<file path="src/rtl/mul_fu.sv">
// RISC-V M-extension multiply unit: operand sign handling around the unsigned actual_mult,
// with a credit-throttled in-order result FIFO. Define MUL_PERF_CNT_EN to add perf_ops/perf_stall.

module actual_mult (
    input  logic        clk,
    input  logic [31:0] a,
    input  logic [31:0] b,
    output logic [63:0] prod
);
    localparam int LEVELS = 8;  // 3:2 reduction depth taking 32 rows down to 2

    genvar gi;

    logic [63:0] pp [32];
    logic [63:0] cs_sum_d;
    logic [63:0] cs_carry_d;
    logic [63:0] cs_sum_q;
    logic [63:0] cs_carry_q;

    generate
        for (gi = 0; gi < 32; gi++) begin : g_pp
            assign pp[gi] = b[gi] ? ({32'd0, a} << gi) : 64'd0;
        end
    endgenerate

    always_comb begin
        logic [63:0] rows [32];
        logic [63:0] nxt  [32];
        int          n;
        int          groups;
        int          rem;
        rows   = pp;
        nxt    = '{default: '0};
        n      = 32;
        groups = 0;
        rem    = 0;
        for (int lv = 0; lv < LEVELS; lv++) begin
            nxt    = '{default: '0};
            groups = n / 3;
            rem    = n % 3;
            for (int g = 0; g < 10; g++) begin
                if (g < groups) begin
                    nxt[2*g]   = rows[3*g] ^ rows[3*g+1] ^ rows[3*g+2];
                    nxt[2*g+1] = ((rows[3*g] & rows[3*g+1]) |
                                  (rows[3*g] & rows[3*g+2]) |
                                  (rows[3*g+1] & rows[3*g+2])) << 1;
                end
            end
            for (int r = 0; r < 2; r++) begin
                if (r < rem) begin
                    nxt[2*groups+r] = rows[3*groups+r];
                end
            end
            rows = nxt;
            n    = 2 * groups + rem;
        end
        cs_sum_d   = rows[0];
        cs_carry_d = rows[1];
    end

    // Pipeline register in carry-save form; no enable, so it captures every cycle.
    always_ff @(posedge clk) begin
        cs_sum_q   <= cs_sum_d;
        cs_carry_q <= cs_carry_d;
    end

    assign prod = cs_sum_q + cs_carry_q;

endmodule

module mul_fu #(
    parameter int TAG_W     = 6,
    parameter int OUT_DEPTH = 4
) (
    input  logic             clk,
    input  logic             rst_n,
    input  logic             flush,
    input  logic             in_valid,
    output logic             in_ready,
    input  logic [1:0]       in_op,
    input  logic [31:0]      in_rs1,
    input  logic [31:0]      in_rs2,
    input  logic [TAG_W-1:0] in_tag,
    output logic             out_valid,
    input  logic             out_ready,
    output logic [31:0]      out_result,
    output logic [TAG_W-1:0] out_tag
`ifdef MUL_PERF_CNT_EN
    ,
    output logic [31:0]      perf_ops,
    output logic [31:0]      perf_stall
`endif
);
    localparam int PTR_W = (OUT_DEPTH > 1) ? $clog2(OUT_DEPTH) : 1;
    localparam int CNT_W = $clog2(OUT_DEPTH + 1);
    localparam int OCC_W = CNT_W + 2;
    localparam logic [OCC_W-1:0] OCC_LIMIT = OCC_W'(OUT_DEPTH);
    localparam logic [CNT_W-1:0] CNT_FULL  = CNT_W'(OUT_DEPTH);
    localparam logic [PTR_W-1:0] PTR_LAST  = PTR_W'(OUT_DEPTH - 1);

    function automatic logic [PTR_W-1:0] ptr_inc(input logic [PTR_W-1:0] p);
        return (p == PTR_LAST) ? '0 : p + PTR_W'(1);
    endfunction

    logic             accept;
    logic             sign_a;
    logic             sign_b;
    logic [OCC_W-1:0] occupancy;

    logic             s1_v_q,     s1_v_d;
    logic             s1_neg_q,   s1_neg_d;
    logic [1:0]       s1_op_q,    s1_op_d;
    logic [TAG_W-1:0] s1_tag_q,   s1_tag_d;
    logic [31:0]      s1_mag_a_q, s1_mag_a_d;
    logic [31:0]      s1_mag_b_q, s1_mag_b_d;

    logic             s2_v_q,   s2_v_d;
    logic             s2_neg_q, s2_neg_d;
    logic [1:0]       s2_op_q,  s2_op_d;
    logic [TAG_W-1:0] s2_tag_q, s2_tag_d;

    logic [63:0]      mult_prod;
    logic [63:0]      signed_prod;
    logic [31:0]      wb_result;

    logic [31:0]      fifo_res_q [OUT_DEPTH];
    logic [31:0]      fifo_res_d [OUT_DEPTH];
    logic [TAG_W-1:0] fifo_tag_q [OUT_DEPTH];
    logic [TAG_W-1:0] fifo_tag_d [OUT_DEPTH];
    logic [PTR_W-1:0] wr_ptr_q, wr_ptr_d;
    logic [PTR_W-1:0] rd_ptr_q, rd_ptr_d;
    logic [CNT_W-1:0] count_q,  count_d;
    logic             push;
    logic             pop;

    // Credit counts everything already committed to a FIFO slot; a pop frees it only next cycle.
    always_comb begin
        occupancy = OCC_W'(count_q) + OCC_W'(s1_v_q) + OCC_W'(s2_v_q);
        in_ready  = !flush && (occupancy < OCC_LIMIT);
        accept    = in_valid && in_ready;
    end

    always_comb begin
        sign_a     = ((in_op == 2'b01) || (in_op == 2'b10)) && in_rs1[31];
        sign_b     = (in_op == 2'b01) && in_rs2[31];
        s1_mag_a_d = sign_a ? (~in_rs1 + 32'd1) : in_rs1;
        s1_mag_b_d = sign_b ? (~in_rs2 + 32'd1) : in_rs2;
        s1_neg_d   = sign_a ^ sign_b;
        s1_op_d    = in_op;
        s1_tag_d   = in_tag;
        s1_v_d     = accept;
    end

    always_comb begin
        s2_neg_d = s1_neg_q;
        s2_op_d  = s1_op_q;
        s2_tag_d = s1_tag_q;
        s2_v_d   = s1_v_q && !flush;
    end

    always_ff @(posedge clk or negedge rst_n) begin
        if (!rst_n) begin
            s1_v_q     <= 1'b0;
            s1_neg_q   <= 1'b0;
            s1_op_q    <= 2'b00;
            s1_tag_q   <= '0;
            s1_mag_a_q <= '0;
            s1_mag_b_q <= '0;
            s2_v_q     <= 1'b0;
            s2_neg_q   <= 1'b0;
            s2_op_q    <= 2'b00;
            s2_tag_q   <= '0;
        end else begin
            s1_v_q     <= s1_v_d;
            s1_neg_q   <= s1_neg_d;
            s1_op_q    <= s1_op_d;
            s1_tag_q   <= s1_tag_d;
            s1_mag_a_q <= s1_mag_a_d;
            s1_mag_b_q <= s1_mag_b_d;
            s2_v_q     <= s2_v_d;
            s2_neg_q   <= s2_neg_d;
            s2_op_q    <= s2_op_d;
            s2_tag_q   <= s2_tag_d;
        end
    end

    actual_mult u_mult (
        .clk  (clk),
        .a    (s1_mag_a_q),
        .b    (s1_mag_b_q),
        .prod (mult_prod)
    );

    always_comb begin
        signed_prod = s2_neg_q ? (~mult_prod + 64'd1) : mult_prod;
        wb_result   = (s2_op_q == 2'b00) ? signed_prod[31:0] : signed_prod[63:32];
    end

    // Flush wins over push and pop; stored data is left behind but becomes unreachable.
    always_comb begin
        push       = s2_v_q && !flush;
        pop        = (count_q != '0) && out_ready && !flush;
        fifo_res_d = fifo_res_q;
        fifo_tag_d = fifo_tag_q;
        wr_ptr_d   = wr_ptr_q;
        rd_ptr_d   = rd_ptr_q;
        count_d    = count_q;
        if (flush) begin
            wr_ptr_d = '0;
            rd_ptr_d = '0;
            count_d  = '0;
        end else begin
            if (push) begin
                fifo_res_d[wr_ptr_q] = wb_result;
                fifo_tag_d[wr_ptr_q] = s2_tag_q;
                wr_ptr_d             = ptr_inc(wr_ptr_q);
            end
            if (pop) begin
                rd_ptr_d = ptr_inc(rd_ptr_q);
            end
            if (push && !pop) begin
                count_d = count_q + CNT_W'(1);
            end else if (pop && !push) begin
                count_d = count_q - CNT_W'(1);
            end
        end
    end

    always_ff @(posedge clk or negedge rst_n) begin
        if (!rst_n) begin
            fifo_res_q <= '{default: '0};
            fifo_tag_q <= '{default: '0};
            wr_ptr_q   <= '0;
            rd_ptr_q   <= '0;
            count_q    <= '0;
        end else begin
            fifo_res_q <= fifo_res_d;
            fifo_tag_q <= fifo_tag_d;
            wr_ptr_q   <= wr_ptr_d;
            rd_ptr_q   <= rd_ptr_d;
            count_q    <= count_d;
        end
    end

    assign out_valid  = (count_q != '0);
    assign out_result = fifo_res_q[rd_ptr_q];
    assign out_tag    = fifo_tag_q[rd_ptr_q];

    fifo_no_overflow: assert property (@(posedge clk) disable iff (!rst_n)
        !(push && !pop && (count_q == CNT_FULL)));

`ifdef MUL_PERF_CNT_EN
    logic [31:0] perf_ops_q,   perf_ops_d;
    logic [31:0] perf_stall_q, perf_stall_d;

    always_comb begin
        perf_ops_d   = perf_ops_q + {31'd0, accept};
        perf_stall_d = perf_stall_q + {31'd0, (in_valid && !in_ready)};
    end

    always_ff @(posedge clk or negedge rst_n) begin
        if (!rst_n) begin
            perf_ops_q   <= '0;
            perf_stall_q <= '0;
        end else begin
            perf_ops_q   <= perf_ops_d;
            perf_stall_q <= perf_stall_d;
        end
    end

    assign perf_ops   = perf_ops_q;
    assign perf_stall = perf_stall_q;
`endif

endmodule

</file>
<file path="config.mk">
export PLATFORM = sky130hd
export DESIGN_NAME = mul_fu
export DESIGN_NICKNAME = d
export VERILOG_FILES = /design/src/rtl/mul_fu.sv
export SDC_FILE = /design/constraint.sdc
export NUM_CORES = 2
export LEC_CHECK = 0
export ABC_AREA = 1
export BUFFER_PORTS_ARGS = -buffer_cell sky130_fd_sc_hd__buf_2
export CAP_MARGIN = 5
export CORE_MARGIN = 8
export CORE_UTILIZATION = 25
export CTS_CLUSTER_DIAMETER = 30
export DETAILED_ROUTE_END_ITERATION = 8
export GPL_TIMING_DRIVEN = 0
export PLACE_DENSITY = 0.47
export SYNTH_ARGS = -nofsm -noshare
export SYNTH_HDL_FRONTEND = slang
export SYNTH_SLANG_ARGS = --single-unit
</file>
<file path="constraint.sdc">
create_clock -name clk -period 13.3 [get_ports clk]
set_clock_uncertainty 0.05 [all_clocks]
set_input_delay 1.33 -clock clk [delete_from_list [all_inputs] [get_ports clk]]
set_output_delay 1.33 -clock clk [all_outputs]
set_load 0.01 [all_outputs]
</file>
==> flow_metrics.tcl <==
set metrics [dict create \
    status "complete, but fails checks" \
    violations "max-capacitance violations" \
    grt_util_all_layers_pct 18.0 \
    min_path_type "register to register" \
    cpLargestDelayFamily "adder cells" \
    area_delta_synth_final_pct 13.3 \
    setup_viol_count_final 0 \
    cts_max_path_buffers 3 \
    ctsHoldBuffers 0 \
    tightest_slew_ps 1500 \
    required_ps 13790 \
    fin_area_sq_um 57600 \
    nets 8170 \
    firstDrtPassIters 6 \
    slew_headroom_pct 0.291 \
    vias_per_cell 4.43 \
    critPathKind "register to register" \
    grt_max_degree 104 \
    vias 42900 \
    ys_seq_area_share_pct 16.6 \
    synthArstFlopShare_pct 67.3 \
    synth_top_flop_cell "dfrtp_1" \
    worstSetupEndpointType "register" \
    grt_pass1_wl_mm 292 \
    yosys_warnings 0 \
    fmax_mhz 155 \
    drive_gt1_share_pct 5.67 \
    syn_nets 7972 \
    hold_viol 0 \
    synth-adder-area-share_pct 41.3 \
    path_common_cell "fa_1" \
    cts.sinks 361 \
    die_area_sq_um 218000 \
    cp-start-kind "register" \
    cp.arrival_ps 6920 \
    synth-edff-count 0 \
    dieHeight_microns 467 \
    synth-xor-area-share_pct 1.10 \
    fillCellCount 22100 \
    post_cts_buffers 0 \
    dpl-instance-area_sq_um 54900 \
    multiInputGateArea_sq_um 34600 \
    finalSetupTns_ps 0 \
    ant_nets 0 \
    path_max_fanout 10 \
    drt-initial-drc-count 3411 \
    synth_top_family_by_area "adder cells" \
    dp_hpwl_mm 165 \
    wire_per_inst_microns 20.5 \
    synth_seq_cells 361 \
    tritoncts "built" \
    min_period_ps 6440 \
    fp.dieW_microns 467 \
    worst-path-buf-inv 6 \
    drc_errors 0 \
    slowest_stage "clkbuf_1" \
    routabilityCongestion 0.948 \
    clockRootBuffer "clkbuf_16" \
    path_clk_slew_ps 50 \
    synth-simple-area-share_pct 22.3 \
    ys_types 49 \
    synth_area_sq_um 50900 \
    h-tree-depth 3 \
    syn_inst 6762 \
    cp_slowest_stage_delay_ps 1140 \
    core_sq_um 202000 \
    cts_buffers 78 \
    timing.final.crit_share_pct 48.4 \
    ctsResizeCount 0 \
    overflow 0 \
    finalMaxSlewViolations 0 \
    cp_cell_sequence "clkbuf_1 -> nand2_1 -> inv_1 -> fa_1 -> inv_1 -> fa_1 -> fa_1 -> inv_1 -> fa_1 -> inv_1 -> fa_1 -> fa_1 -> fa_1 -> fa_1 -> inv_1" \
    synth_compound_area_share_pct 3.38 \
    drt-total-wl_mm 198 \
    grt_setup_unrepaired "false" \
    grt_antenna_before_repair 9 \
    ff_latch_area_sq_um 8440 \
    io_buffers 116 \
    rows 165 \
    maxCapViolCount 1 \
    start_util_pct 25.2 \
    synth.avg_cell_area_sq_um 7.52 \
    grt_pass1_vias 44700 \
    insertion_delay_ps 670 \
    boundaryPins 117 \
    synth_mux_area_share_pct 0 \
]
==> final timing paths <==
kind,depth (start not counted),end,startpoint,slack [ps]
worst min register to register,0,s2_tag_q[5]$_DFF_PN0_,s1_tag_q[5]$_DFF_PN0_,290
worst max-delay path,15,u_mult.cs_sum_q[31]$_DFF_P_,s1_mag_a_q[8]$_DFF_PN0_,6860
max in group asynchronous,3,fifo_res_q[21]$_DFFE_PN0P_,rst_n,11220
min in group asynchronous,1,s1_mag_a_q[30]$_DFF_PN0_,rst_n,540
worst max register to register,15,u_mult.cs_sum_q[31]$_DFF_P_,s1_mag_a_q[8]$_DFF_PN0_,6860
worst min-delay path,0,s2_tag_q[5]$_DFF_PN0_,s1_tag_q[5]$_DFF_PN0_,290
==> per-layer routing <==
layer	part of all wire [%]	track usage (%)
met1	44	24.3
met2	45	29.5
met3	7.2	3.04
met4	3.7	5.87
met5	0.013	0
==> worst register-to-register path, cell delays in order, from the launching register on <==
cell and delay, ps:
dfrtp_1 610, clkbuf_1 1140, nand2_1 110, inv_1 130
fa_1 430, inv_1 90, fa_1 430, fa_1 550
inv_1 60, fa_1 590, inv_1 90, fa_1 490
fa_1 540, fa_1 430, fa_1 530, inv_1 40
==> area by class of cell <==
cell class,instances,share of cell area (%)
Tap cell,2672,5.80
Clock inverter,48,1.17
Antenna cell,1,0.00434
Clock buffer,91,3.61
Timing Repair Buffer,118,1.12
Inverter,1807,11.8
Sequential cell,361,14.7
Multi-Input combinational cell,4329,60.1
Buffer,265,1.77
==> registers in the layout, indices dropped and copies added, names as in the netlist, 2 cells and up <==
signal,flops
s2_tag_q,6
fifo_res_q,128
u_mult.cs_carry_q,55
u_mult.cs_sum_q,63
s1_op_q,2
count_q,3
s2_op_q,2
rd_ptr_q,2
s1_mag_a_q,32
s1_tag_q,6
wr_ptr_q,2
fifo_tag_q,24
s1_mag_b_q,32
==> through the flow <==
step | util [%] | hold WS [ps] | setup slack [ps] | std cells
after global routing | 28.5 | 312 | 6800 | 9691
final | 28.5 | 289 | 6860 | 9692
after floorplan | - | 281 | 8170 | 6762
after global placement | 27.1 | 283 | 5940 | 9550
after detailed placement | 27.1 | 285 | 7030 | 9552
after CTS | 28.5 | 283 | 7000 | 9691
==> cells in the mapped netlist (all sizes together) (18+ instances only) <==
cell type | n | share of area [%]
nand2 | 2245 | 17
nand4 | 26 | 0.32
nand3 | 179 | 1.9
dfxtp | 118 | 4.6
inv | 1804 | 13
clkbuf | 245 | 1.8
ha | 224 | 5.5
dfrtp | 243 | 12
o21ai | 160 | 1.7
buf | 20 | 0.19
nor2 | 323 | 2.5
nor3 | 35 | 0.41
xnor2 | 18 | 0.31
o22ai | 40 | 0.50
a21oi | 78 | 0.81
xor2 | 46 | 0.79
fa | 909 | 36
==> kinds of logic (layout without fill, tap and decap cells) <==
| kind of cell | count (synthesis) | count (layout) |
|---|---|---|
| buffers and inverters | 2072 | 2329 |
| AND/OR/NAND/NOR | 2829 | 2829 |
| other | 0 | 1 |
| flip-flops | 361 | 361 |
| XOR/XNOR | 64 | 64 |
| AO/OA/AOI/OAI | 303 | 303 |
| adder cells (fa/ha/maj) | 1133 | 1133 |
==> cell usage in the layout, fill, tap and decap left out, types with 46 or more instances in the layout <==
cell type,instances
nand2_1,2196
inv_1,1792
fa_1,909
nor2_1,304
clkbuf_1,250
dfrtp_1,243
ha_1,224
nand3_1,165
o21ai_0,140
buf_2,128
dfxtp_1,118
clkbuf_16,78
a21oi_1,74
nand2_2,48
xor2_1,46
Power is left out: the tool's default activity adds up to more than one toggle a clock period on the data nets, which glitch-free logic cannot reach.
